<file path="config.mk">
export PLATFORM = sky130hd
export DESIGN_NAME = pc_branch_unit
export DESIGN_NICKNAME = d
export VERILOG_FILES = /design/src/rtl/pc_branch_unit.sv
export SDC_FILE = /design/constraint.sdc
export NUM_CORES = 1
export LEC_CHECK = 0
export BUFFER_PORTS_ARGS = -buffer_cell sky130_fd_sc_hd__buf_4
export CELL_PAD_IN_SITES_DETAIL_PLACEMENT = 0
export CELL_PAD_IN_SITES_GLOBAL_PLACEMENT = 2
export CORE_UTILIZATION = 30
export CTS_CLUSTER_SIZE = 30
export DETAILED_ROUTE_END_ITERATION = 16
export HOLD_SLACK_MARGIN = 0.05
export PLACE_DENSITY = 0.83
export SYNTH_ARGS = -nofsm -noshare
export SYNTH_HDL_FRONTEND = slang
export SYNTH_SLANG_ARGS = --single-unit
export TNS_END_PERCENT = 30
</file>
<file path="constraint.sdc">
create_clock -name i_clk -period 4.91 [get_ports i_clk]
set_input_delay 0.7365 -clock i_clk [delete_from_list [all_inputs] [get_ports i_clk]]
set_output_delay 0.7365 -clock i_clk [all_outputs]
set_load 0.03 [all_outputs]
</file>
<file path="src/rtl/pc_branch_unit.sv">
// rtl/pc_branch_unit.sv - PC register, branch resolution, redirect flush, misaligned-target trap
// Decides taken/not-taken from comparator flags and owns the fetch PC and its trap state.
module pc_branch_unit #(
  parameter logic [31:0] RESET_PC = 32'h0000_0000,
  parameter int          CNT_W    = 32
) (
  input  logic             i_clk,
  input  logic             i_reset,
  input  logic             i_imem_ready,
  input  logic             i_stall,
  input  logic             i_br_en,
  input  logic             i_jump,
  input  logic [2:0]       i_funct3,
  input  logic             i_br_less,
  input  logic             i_br_equal,
  input  logic [31:0]      i_target,
  output logic             o_br_un,
  output logic [31:0]      o_pc,
  output logic [31:0]      o_pc_four,
  output logic             o_taken,
  output logic             o_flush,
  output logic             o_trap,
  output logic [31:0]      o_trap_pc,
  output logic [CNT_W-1:0] o_taken_cnt
);

  typedef enum logic [1:0] {BOOT, RUN, TRAP} state_t;

  state_t      state;
  logic        cond;
  logic [31:0] tgt;
  logic        misaligned;
  logic        adv;

  always_comb begin
    cond = 1'b0;
    case (i_funct3)
      3'b000:  cond = i_br_equal;
      3'b001:  cond = ~i_br_equal;
      3'b100:  cond = i_br_less;
      3'b101:  cond = ~i_br_less;
      3'b110:  cond = i_br_less;
      3'b111:  cond = ~i_br_less;
      default: cond = 1'b0;
    endcase
  end

  assign o_br_un    = i_funct3[1];
  assign o_pc_four  = o_pc + 32'd4;
  assign o_taken    = (state == RUN) & (i_jump | (i_br_en & cond));
  // bit 0 is always dropped (JALR rule); bit 1 set after that is a misaligned target
  assign tgt        = i_target & ~32'd1;
  assign misaligned = o_taken & tgt[1];
  assign adv        = ~i_stall & i_imem_ready;

  always_ff @(posedge i_clk) begin
    if (i_reset) begin
      state       <= BOOT;
      o_pc        <= RESET_PC;
      o_flush     <= 1'b0;
      o_trap      <= 1'b0;
      o_trap_pc   <= 32'd0;
      o_taken_cnt <= '0;
    end else begin
      o_flush <= 1'b0;
      case (state)
        BOOT: begin
          if (adv) begin
            o_pc  <= RESET_PC + 32'd4;
            state <= RUN;
          end
        end
        RUN: begin
          if (adv) begin
            if (misaligned) begin
              state     <= TRAP;
              o_trap    <= 1'b1;
              o_trap_pc <= o_pc;
            end else begin
              o_pc    <= o_taken ? tgt : o_pc_four;
              o_flush <= o_taken;
              if (o_taken)
                o_taken_cnt <= o_taken_cnt + CNT_W'(1);
            end
          end
        end
        TRAP: begin
          state <= TRAP;
        end
        default: state <= BOOT;
      endcase
    end
  end

endmodule

</file>
==> flow_summary.json <==
{
  "status": "completed",
  "worstPathCellList": "nand4_1 -> nor4_2 -> nand4_1 -> xnor2_1 -> buf_4",
  "holdBufCountCts": 0,
  "end_kind": "output port",
  "tightest_slew_ps": 1208,
  "setup_viol": 0,
  "seqCellArea_mm2": 0.001962,
  "postSynth.asyncResetShare_pct": 0,
  "firstDrtPassIters": 4,
  "diodes": 0,
  "ys_seq_area_share_pct": 39.40,
  "insertion_delay_ps": 350,
  "drive_gt1_share_pct": 26.98,
  "critical_path.top_delay_family": "simple AND/OR/NAND/NOR gates",
  "p_per_area_mw_per_mm2": 245.4,
  "yosys-top-cells-area": "dfxtp_1, nand2_1, a21oi_1",
  "cts_buffers": 9,
  "rsz0062_at_grt": "no",
  "power_leakage_uw": 0.002648,
  "setup_slack_ps": 1152,
  "ioPinCount": 175,
  "vias": 5148,
  "report.final.hold_viol_count": 0,
  "synthDistinctLibCells": 53,
  "irDropWorstVdd_mv": 0.1955,
  "fillers": 1678,
  "yosys_most_used_dff": "dfxtp_1",
  "cp_num_buf_inv": 1,
  "drc": 0,
  "drv_slew": 0,
  "avgSynthCellArea_um2": 7.867,
  "clock.fmax_mhz": 266.1,
  "arrival_ps": 3020,
  "detail-route-antenna-nets": 0,
  "synthToLayoutAreaGrowth_pct": 34.60,
  "fin_tns_setup_ps": 0,
  "place_ws_ps": 1381,
  "grt_max_degree": 81,
  "period_share_pct": 76.54,
  "path_clk_slew_ps": 70,
  "fin_crit_ps": 3758,
  "skew_ps": 7.009,
  "globalRouteTotalUtil_pct": 19.62,
  "yosysWarnings": 0,
  "die_area_mm2": 0.01712,
  "slowest_stage": "nor4_2",
  "antenna_found_initial": 0,
  "critPathMaxStageDelay_ps": 920,
  "place.port_buffers": 170,
  "crit_top_cell": "nand4_1",
  "multiInputGateArea_mm2": 0.002785,
  "gp_congestion": 0.7961,
  "synth-edff-count": 0,
  "ys_ff_latch": 98,
  "start_util_pct": 31.01,
  "grt_pass1_vias": 4751,
  "cts_repair_resize_count": 0,
  "cts.sinks": 98,
  "yosysTopAreaCell": "dfxtp_1",
  "worstHoldPathType": "reg2reg",
  "max_cap_viol_count": 0,
  "htree_num_levels": 3,
  "cts_setup_buffers": 0,
  "synth.most_common_cell": "dfxtp_1",
  "cts_tree": "yes",
  "crit_fanout": 13,
  "wl_um": 16900,
  "synth_common_cells": "dfxtp_1, nand2_1, a21oi_1",
  "rows": 46,
  "clockBufferDepth": 2,
  "core_area_mm2": 0.01606,
  "grt_pass1_wl_um": 25980,
  "crit_type": "reg2out",
  "slew_headroom_pct": 18.91,
  "cts-root-buf": "clkbuf_16",
  "die_w_um": 130.8,
  "nNetsFinal": 826,
  "grt.overflow.total": 0,
  "dr.first_iter.drc_count": 315,
  "die_h_um": 130.8,
  "synth_top_area_share_pct": 39.40,
  "viasPerCell": 5.158,
  "avgRoutedWirePerCell_um": 16.93,
  "cp_data_required_time_ps": 4170,
  "setup.worst_path.start_class": "flop",
  "synth_cells": 633,
  "syn_area_mm2": 0.004980,
  "hpwl_um": 11920
}
-- layout by cell type (no fill, tap or decap), drive strengths merged, types with 7 or more instances in the layout --
master | Yosys | routed
inv | 18 | 18
nand3 | 22 | 22
dfxtp | 98 | 98
o21ai | 33 | 33
nand2 | 97 | 97
nor3 | 10 | 10
xor2 | 20 | 20
and3 | 9 | 9
o22ai | 8 | 8
a31oi | 8 | 8
nor4 | 16 | 16
buf | 6 | 181
xnor2 | 25 | 25
a21oi | 59 | 59
nand4 | 24 | 24
or3 | 18 | 18
nor2 | 39 | 39
clkbuf | 42 | 10
and4 | 7 | 7
-- worst paths after layout --
| check | start | to | slack, ps | depth (start not counted) |
|---|---|---|---|---|
| worst max register to register | state[0] | o_taken_cnt[29] | 2060 | 6 |
| worst max-delay path | o_pc[5] | o_pc_four[22] | 1150 | 5 |
| worst min register to register | o_trap_pc[5] | o_trap_pc[5] | 450 | 2 |
| worst min-delay path | o_trap_pc[5] | o_trap_pc[5] | 450 | 2 |
-- worst min-delay path: stages, from the launching register on --
cell and delay, ps:
dfxtp_1 310, nand2_1 50, a21oi_1 50
-- flip-flops by register name, summed over array words and instances, names as in the netlist --
signal	flops
o_taken_cnt	32
state	2
o_trap_pc	31
o_trap	1
o_pc	31
o_flush	1
-- cells by family after synthesis --
kind of cell,synth area share (%)
simple gates,27.14
compound gates,18.09
flops,39.40
buf+inv,5.377
xor+xnor,7.915
mux,1.005
fa+ha+maj,1.005
other cells,0.07530
-- layer usage --
metal  global-route usage, %  share of wire, %
met5                       0                 0
met4                   8.181               2.5
met2                   31.31                47
met3                   3.054               4.2
met1                   26.31                47
-- where the power goes --
group	switching [uW]	leakage, uW	internal (uW)
registers	6.66	0.000789	799
clock network	307	0.000134	349
logic	118	0.00173	65.4
total	432	0.00265	1210
-- per-stage QoR --
stage	power [uW]	std cells	area (um^2)	hold WS, ps	utilization [%]
4_1_cts	1664	998	6703	456.4	41.74
5_1_grt	1709	998	6703	474.1	41.74
3_5_place_dp	1008	984	6444	447.2	40.13
2_1_floorplan	932.8	635	4987	463.3	-
6_report	1645	998	6703	452.6	41.74
3_3_place_gp	1005	984	6444	443.4	40.13
-- layout make-up --
class / instances / area share [%]
multi-input cells: 471 / 41.55
flip-flops and latches: 98 / 29.27
repair buffers: 181 / 20.27
well taps: 216 / 4.032
clock buffers: 10 / 3.565
inverters: 18 / 1.008
clock inverters: 4 / 0.2987
Power figures use the tool's default switching activity.
